## config.mk

```make
export PLATFORM = sky130hd
export DESIGN_NAME = ph_receiver_flat
export DESIGN_NICKNAME = d
export VERILOG_FILES = /design/src/rtl/ph_receiver_if.sv /design/src/rtl/ph_receiver.sv /design/src/flat_wrapper.sv
export SDC_FILE = /design/constraint.sdc
export NUM_CORES = 1
export LEC_CHECK = 0
export ABC_AREA = 1
export ABC_CLOCK_PERIOD_IN_PS = 4200
export BUFFER_PORTS_ARGS = -buffer_cell sky130_fd_sc_hd__clkbuf_2
export CAP_MARGIN = 25
export CORE_ASPECT_RATIO = 2
export CORE_MARGIN = 8
export CORE_UTILIZATION = 45
export DETAILED_ROUTE_END_ITERATION = 6
export HOLD_SLACK_MARGIN = 0.08
export PLACE_DENSITY = 0.64
export SYNTH_ARGS = -nofsm -noshare
export SYNTH_HDL_FRONTEND = slang
export SYNTH_SLANG_ARGS = --single-unit
export TNS_END_PERCENT = 1
```

## constraint.sdc

```tcl
create_clock -name clock -period 4.2 [get_ports clock]
set_clock_uncertainty 0.05 [all_clocks]
set_input_delay 0.84 -clock clock [delete_from_list [all_inputs] [get_ports clock]]
set_output_delay 0.84 -clock clock [all_outputs]
set_load 0.1 [all_outputs]
```

## src/rtl/ph_receiver_if.sv

```systemverilog
// Receive-side bundle between the USB line sampler and the host protocol FSM.
// The FSM (master) drives enable and the bus samples; the receiver reports events.
interface ph_receiver_if;
  logic        rx_enable;
  logic        DP_in;
  logic        DM_in;
  logic        rx_done;
  logic [3:0]  rx_pid;
  logic [63:0] rx_data;
  logic        rx_error;
  logic        rx_timeout;

  modport master (
    output rx_enable, DP_in, DM_in,
    input  rx_done, rx_pid, rx_data,
    input  rx_error, rx_timeout
  );

  modport slave (
    input  rx_enable, DP_in, DM_in,
    output rx_done, rx_pid, rx_data,
    output rx_error, rx_timeout
  );
endinterface

```

## src/rtl/ph_receiver.sv

```systemverilog
// Host-side USB packet receiver: NRZI decode, SYNC detect, bit unstuffing,
// PID/DATA0 parsing with CRC16 and EOP checks, reported as one-cycle pulses.
module ph_receiver #(
  parameter int TIMEOUT_CLKS = 255
) (
  input  logic        clock,
  input  logic        reset_n,
  ph_receiver_if.slave bus
);

  localparam int TW =
    (TIMEOUT_CLKS < 2) ? 1 : $clog2(TIMEOUT_CLKS);
  localparam logic [TW-1:0] TLAST =
    TW'(TIMEOUT_CLKS - 1);

  localparam logic [1:0] LJ   = 2'b10;
  localparam logic [1:0] LK   = 2'b01;
  localparam logic [1:0] LSE0 = 2'b00;
  localparam logic [1:0] LSE1 = 2'b11;

  localparam logic [3:0] PID_ACK = 4'b0010;
  localparam logic [3:0] PID_NAK = 4'b1010;
  localparam logic [3:0] PID_D0  = 4'b0011;

  localparam logic [15:0] CRC_POLY = 16'h8005;
  localparam logic [15:0] CRC_RES  = 16'h800D;

  typedef enum logic [2:0] {
    S_IDLE,
    S_WSYNC,
    S_SYNC,
    S_PID,
    S_PAY,
    S_EOP,
    S_WIDLE
  } state_t;

  state_t        r_state;
  logic [1:0]    r_line;
  logic [1:0]    r_ref;
  logic [2:0]    r_ones;
  logic [6:0]    r_cnt;
  logic [TW-1:0] r_tcnt;
  logic [6:0]    r_pid_sh;
  logic [3:0]    r_pid_cur;
  logic [15:0]   r_crc;
  logic [63:0]   r_shadow;
  logic          r_done;
  logic          r_err;
  logic          r_tmo;
  logic [3:0]    r_pid_o;
  logic [63:0]   r_data_o;

  logic        w_jk;
  logic        w_bit;
  logic        w_stuff;
  logic [7:0]  w_pid;
  logic        w_pid_ok;
  logic [2:0]  w_ones_nx;
  logic [15:0] w_crc_nx;
  logic [5:0]  w_didx;

  assign w_jk    = (r_line == LJ) || (r_line == LK);
  assign w_bit   = (r_line == r_ref);
  assign w_stuff = (r_ones == 3'd6);
  assign w_pid   = {w_bit, r_pid_sh};

  assign w_pid_ok =
    (w_pid[7:4] == ~w_pid[3:0]) &&
    ((w_pid[3:0] == PID_ACK) ||
     (w_pid[3:0] == PID_NAK) ||
     (w_pid[3:0] == PID_D0));

  assign w_ones_nx =
    w_bit ? r_ones + 3'd1 : 3'd0;

  assign w_crc_nx =
    {r_crc[14:0], 1'b0} ^
    ((w_bit ^ r_crc[15]) ? CRC_POLY : 16'h0);

  // first byte lands in [63:56], each byte LSB first
  assign w_didx = {~r_cnt[5:3], r_cnt[2:0]};

  always_ff @(posedge clock or negedge reset_n) begin
    if (!reset_n) begin
      r_state   <= S_IDLE;
      r_line    <= LJ;
      r_ref     <= LJ;
      r_ones    <= '0;
      r_cnt     <= '0;
      r_tcnt    <= '0;
      r_pid_sh  <= '0;
      r_pid_cur <= '0;
      r_crc     <= '0;
      r_shadow  <= '0;
      r_done    <= 1'b0;
      r_err     <= 1'b0;
      r_tmo     <= 1'b0;
      r_pid_o   <= '0;
      r_data_o  <= '0;
    end else begin
      r_line <= {bus.DP_in, bus.DM_in};
      r_done <= 1'b0;
      r_err  <= 1'b0;
      r_tmo  <= 1'b0;
      if (!bus.rx_enable) begin
        r_state <= S_IDLE;
      end else begin
        unique case (r_state)
          S_IDLE: begin
            r_state <= S_WSYNC;
            r_ref   <= LJ;
            r_tcnt  <= '0;
          end
          S_WSYNC: begin
            if (r_line == LK) begin
              r_state <= S_SYNC;
              r_ref   <= LK;
              r_ones  <= '0;
              r_cnt   <= 7'd1;
            end else if (r_tcnt == TLAST) begin
              r_tmo   <= 1'b1;
              r_state <= S_IDLE;
            end else begin
              r_tcnt <= r_tcnt + 1'b1;
            end
          end
          S_SYNC, S_PID, S_PAY: begin
            if (!w_jk) begin
              r_err   <= 1'b1;
              r_state <= S_WIDLE;
              r_cnt   <= '0;
            end else if (w_stuff) begin
              r_ref <= r_line;
              if (w_bit) begin
                r_err   <= 1'b1;
                r_state <= S_WIDLE;
                r_cnt   <= '0;
              end else begin
                r_ones <= '0;
              end
            end else begin
              r_ref  <= r_line;
              r_ones <= w_ones_nx;
              if (r_state == S_SYNC) begin
                if (w_bit != (r_cnt == 7'd7)) begin
                  r_err   <= 1'b1;
                  r_state <= S_WIDLE;
                  r_cnt   <= '0;
                end else if (r_cnt == 7'd7) begin
                  r_state <= S_PID;
                  r_cnt   <= '0;
                end else begin
                  r_cnt <= r_cnt + 7'd1;
                end
              end else if (r_state == S_PID) begin
                r_pid_sh <= w_pid[7:1];
                if (r_cnt != 7'd7) begin
                  r_cnt <= r_cnt + 7'd1;
                end else if (!w_pid_ok) begin
                  r_err   <= 1'b1;
                  r_state <= S_WIDLE;
                  r_cnt   <= '0;
                end else begin
                  r_pid_cur <= w_pid[3:0];
                  r_cnt     <= '0;
                  r_crc     <= 16'hFFFF;
                  r_state   <= (w_pid[3:0] == PID_D0)
                               ? S_PAY : S_EOP;
                end
              end else begin
                r_crc <= w_crc_nx;
                if (!r_cnt[6])
                  r_shadow[w_didx] <= w_bit;
                if (r_cnt == 7'd79) begin
                  r_state <= S_EOP;
                  r_cnt   <= '0;
                end else begin
                  r_cnt <= r_cnt + 7'd1;
                end
              end
            end
          end
          S_EOP: begin
            // a run of six 1s at the end of CRC still owes a stuffed 0
            if (r_line == LSE1) begin
              r_err   <= 1'b1;
              r_state <= S_WIDLE;
              r_cnt   <= '0;
            end else if (w_stuff) begin
              if (w_jk && !w_bit) begin
                r_ones <= '0;
                r_ref  <= r_line;
              end else begin
                r_err   <= 1'b1;
                r_state <= S_WIDLE;
                r_cnt   <= '0;
              end
            end else if (r_cnt != 7'd2) begin
              if (r_line == LSE0) begin
                r_cnt <= r_cnt + 7'd1;
              end else begin
                r_err   <= 1'b1;
                r_state <= S_WIDLE;
                r_cnt   <= '0;
              end
            end else if ((r_line != LJ) ||
                         ((r_pid_cur == PID_D0) &&
                          (r_crc != CRC_RES))) begin
              r_err   <= 1'b1;
              r_state <= S_WIDLE;
              r_cnt   <= '0;
            end else begin
              r_done  <= 1'b1;
              r_pid_o <= r_pid_cur;
              if (r_pid_cur == PID_D0)
                r_data_o <= r_shadow;
              r_state <= S_WSYNC;
              r_ref   <= LJ;
              r_tcnt  <= '0;
            end
          end
          S_WIDLE: begin
            if (r_line == LJ) begin
              if (r_cnt == 7'd7) begin
                r_state <= S_WSYNC;
                r_ref   <= LJ;
                r_tcnt  <= '0;
              end else begin
                r_cnt <= r_cnt + 7'd1;
              end
            end else begin
              r_cnt <= '0;
            end
          end
          default: r_state <= S_IDLE;
        endcase
      end
    end
  end

  assign bus.rx_done    = r_done;
  assign bus.rx_error   = r_err;
  assign bus.rx_timeout = r_tmo;
  assign bus.rx_pid     = r_pid_o;
  assign bus.rx_data    = r_data_o;

endmodule

```

## src/flat_wrapper.sv

```systemverilog
// flat-port wrapper written by rule: the top's interface ports become plain ports
module ph_receiver_flat 
#(
  parameter int TIMEOUT_CLKS = 255
)
  (clock, reset_n, bus_rx_enable, bus_DP_in, bus_DM_in, bus_rx_done, bus_rx_pid, bus_rx_data, bus_rx_error, bus_rx_timeout);
  ph_receiver_if bus_i ();
  input  logic clock;
  input  logic reset_n;
  input wire logic [$bits(bus_i.rx_enable)-1:0] bus_rx_enable;
  input wire logic [$bits(bus_i.DP_in)-1:0] bus_DP_in;
  input wire logic [$bits(bus_i.DM_in)-1:0] bus_DM_in;
  output wire logic [$bits(bus_i.rx_done)-1:0] bus_rx_done;
  output wire logic [$bits(bus_i.rx_pid)-1:0] bus_rx_pid;
  output wire logic [$bits(bus_i.rx_data)-1:0] bus_rx_data;
  output wire logic [$bits(bus_i.rx_error)-1:0] bus_rx_error;
  output wire logic [$bits(bus_i.rx_timeout)-1:0] bus_rx_timeout;
  assign bus_i.rx_enable = bus_rx_enable;
  assign bus_i.DP_in = bus_DP_in;
  assign bus_i.DM_in = bus_DM_in;
  assign bus_rx_done = bus_i.rx_done;
  assign bus_rx_pid = bus_i.rx_pid;
  assign bus_rx_data = bus_i.rx_data;
  assign bus_rx_error = bus_i.rx_error;
  assign bus_rx_timeout = bus_i.rx_timeout;
  ph_receiver #(.TIMEOUT_CLKS(TIMEOUT_CLKS)) u_core (.clock(clock), .reset_n(reset_n), .bus(bus_i));
endmodule
```

==> results.md <==
* Final clock period utilization by the worst path at 66.1%
* Num rows at 72
* Number of CTS-inserted buffers at 17
* Setup_tns at 0 ps
* Cell with the most instances after synthesis: nand2_1
* Aggregate routed wire length at 20.7 mm
* Highest-delay cell along the critical path: dfstp_2
* Total power divided by cell area at 451 mW/mm^2
* Predominant post-synthesis flop cell: dfrtp_1
* Overall Global Routing Usage at 18.0%
* Cell accounting for the most synthesized area: dfrtp_1
* Number of input and output port buffers inserted at 75
* Clock tree from TritonCTS: yes
* Critical Path Sink Type: flip-flop
* Number of fillers in the final layout at 1863
* # setup viols final at 0
* Nets in the synthesized netlist at 1047
* Reg-to-reg startpoint: u_core.r_line[1]$_DFF_PN1_
* Number of primary I/O pins at 76
* Most numerous cell types in the synthesized netlist: nand2_1 (324), dfrtp_1 (185), nand3_1 (137), inv_1 (69), o21ai_1 (62)
* DPL Wire Length at 14.1 mm
* Post-synthesis sequential element count at 187
* Largest net degree at the start of global routing at 81
* Capturing point of the worst reg2reg path: u_core.bus.rx_error$_DFF_PN0_
* R2R Setup Slk at 1420 ps
* Skew-Pair Late Insertion Delay at 440 ps
* Hold WC Path Type: in2async
* Largest vdd supply drop at 407 uV
* Post-route minimum period at 2780 ps
* Number of enable flip-flop cells after synthesis at 0
* CTS H-tree depth at 4
* Max-capacitance violation count at 0
* Global-route wire length before repair at 35.1 mm
* Clock-pin slew on the worst setup and hold paths at 70 ps
* Total count of max-transition violations in the final report at 0
* Top fanout value on the critical path at 33
* Resize count post-CTS at 0
* Number of DRC markers in iteration 0 at 501
* Post-synthesis instance area at 0.00867 sq mm
* Most common cell on crit path: nand2_1
* Overall power after layout at 4.47 mW
* Overall die area at 0.0242 sq mm
* Floorplan Core Area at 0.0191 sq mm
* Via count of the first global-routing pass at 6981
* Initial core utilization at 45.4%
* Initial DRT Pass Iterations at 5
* Run status: complete, no violations
* Diodes inserted at 0
* Number of hold-slack violations in the final timing report at 0
* Logic depth of the worst register-to-register path at 11
* Mapped Cells at 1031
* Wirelength per Cell at 15.1 microns
* Maximum root-to-sink buffer count at 2
* Total via count after detailed routing at 7105
* Via-to-Cell Ratio at 5.18
* Gpl congestion at 0.928
* Start-to-end type of the worst setup path: reg2reg
* Die height at 212 microns
* RSZ-0062 raised after global routing: false
* Area overhead of the layout relative to synthesis at 14.1%
* Nature of the critical path startpoint: flip-flop
* Final net count at 1115
* Arrival time of data at the critical path endpoint at 3020 ps
* Highest achievable clock rate at 360 MHz
* Average footprint of a synthesized cell at 8.41 sq um
* Worst Tran Pin Value at 1030 ps
* Worst relative slew slack at 30.6%
* Leakage power at 4.97 nW
* Worst-path cell chain: inv_1 -> nand2_1 -> nand2_1 -> nand2_2 -> ha_1 -> o21ai_0 -> o21ai_0 -> nand2_1 -> nor2_1 -> a21oi_1 -> a21oi_1
* Hold-fix buffer count after cts at 0
* Share of flip-flops with an asynchronous set or reset at 100%
* Worst path required time at 4450 ps
* Final ANT Viol Nets at 0
* Number of antenna violations at the first check in global routing at 0
* Remaining DRCs at 0
* Proportion of synthesized chip area in sequential cells at 54.0%
* Proportion of netlist area held by the largest area contributor at 53.4%
* Leftover overflow at the end of global routing at 0
* Dominant cells by area after synthesis: dfrtp_1 (53%), nand2_1 (14%), nand3_1 (7.9%), o21ai_1 (3.6%), inv_1 (3.0%)
* Chip width at 114 microns
* Synth warnings at 0
* Clock Sink Count at 187
* Distinct cell type count after synthesis at 43
* Clock tree root buffer cell: clkbuf_16
* Critical path's largest stage delay at 580 ps
* Share of final-layout standard cells stronger than drive strength 1 at 13.4%
* Setup repair bufs after CTS at 0
-- stage by stage --
step	utilization (%)	area, sq um	setup slack, ps	cells	hold WS [ps]
finish	51.8	9890	1420	1371	314
global route	51.8	9890	1190	1371	344
CTS	51.7	9870	1350	1369	322
detailed placement	48.4	9240	1370	1337	407
global placement	48.2	9210	1340	1335	405
floorplan	-	8670	1580	1031	395
-- routing by layer --
metal / track usage, % / share of wire (%) / up-vias
li1: - / - / 3517
met1: 23.3 / 44 / 3355
met2: 29.4 / 48 / 203
met3: 3.04 / 5.4 / 30
met4: 6.84 / 1.8 / 0
met5: 0 / 0 / -
-- how the worst max path moves through the flow --
| stage | end | slack [ps] | startpoint |
|---|---|---|---|
| 6_report | u_core.bus.rx_error$_DFF_PN0_ | 1420 | u_core.r_line[1]$_DFF_PN1_ |
| 5_1_grt | u_core.bus.rx_error$_DFF_PN0_ | 1190 | u_core.r_line[1]$_DFF_PN1_ |
| 4_1_cts | u_core.bus.rx_data[58]$_DFFE_PN0P_ | 1350 | u_core.r_cnt[0]$_DFFE_PN0P_ |
| 3_5_place_dp | u_core.bus.rx_data[58]$_DFFE_PN0P_ | 1370 | u_core.r_cnt[0]$_DFFE_PN0P_ |
| 3_3_place_gp | u_core.bus.rx_data[35]$_DFFE_PN0P_ | 1340 | u_core.r_cnt[0]$_DFFE_PN0P_ |
| 2_1_floorplan | u_core.bus.rx_error$_DFF_PN0_ | 1580 | u_core.r_line[1]$_DFF_PN1_ |
-- area by class of cell --
cell class | instances | area (sq um) | area share (%)
Clock buffer | 17 | 425 | 4.30
Multi-Input combinational cell | 727 | 3450 | 34.9
Tap cell | 259 | 324 | 3.28
Timing Repair Buffer | 87 | 507 | 5.12
Clock inverter | 15 | 199 | 2.01
Sequential cell | 187 | 4680 | 47.3
Inverter | 79 | 302 | 3.05
-- where the power goes --
part,switching (mW),internal (mW),total [mW],leakage (nW)
logic,0.593,0.217,0.810,2.21
clock network,0.791,0.860,1.65,0.298
registers,0.0991,1.90,2.00,2.46
total,1.48,2.98,4.47,4.97
-- sequential cells by signal, summed over array words and instances (netlist names) --
name,count
u_core.r_ones,3
u_core.r_pid_sh,7
u_core.r_state,3
u_core.bus.rx_data,64
u_core.bus.rx_pid,4
u_core.r_ref,2
u_core.r_line,2
u_core.r_tcnt,8
u_core.bus.rx_error,1
u_core.bus.rx_timeout,1
u_core.r_pid_cur,4
u_core.r_crc,16
u_core.r_cnt,7
u_core.bus.rx_done,1
u_core.r_shadow,64
-- worst max-delay path, delay by kind of cell, from the launching register on --
family | cells | cell delay, ps
fa+ha+maj | 1 | 370
compound gates | 4 | 760
simple gates | 5 | 790
buf+inv | 1 | 90
flops | 1 | 580
-- kinds of logic after synthesis --
logic type / count (synthesis) / synth area share (%)
fa+ha+maj: 11 / 1.59
simple gates: 564 / 28.1
flops: 187 / 54.0
buf+inv: 117 / 6.34
xor+xnor: 12 / 1.21
compound gates: 140 / 8.71
-- layout by cell type (no fill, tap or decap), drive strengths merged, types with 9 or more instances in the layout --
cell	instances
a22oi	14
a21oi	20
clkinv	10
inv	82
buf	13
xor2	11
clkbuf	91
dfrtp	185
ha	11
nand2	328
nand3	138
nand4	9
nor3	15
nor2	62
o21ai	100
(Power assumes the default switching activity.)
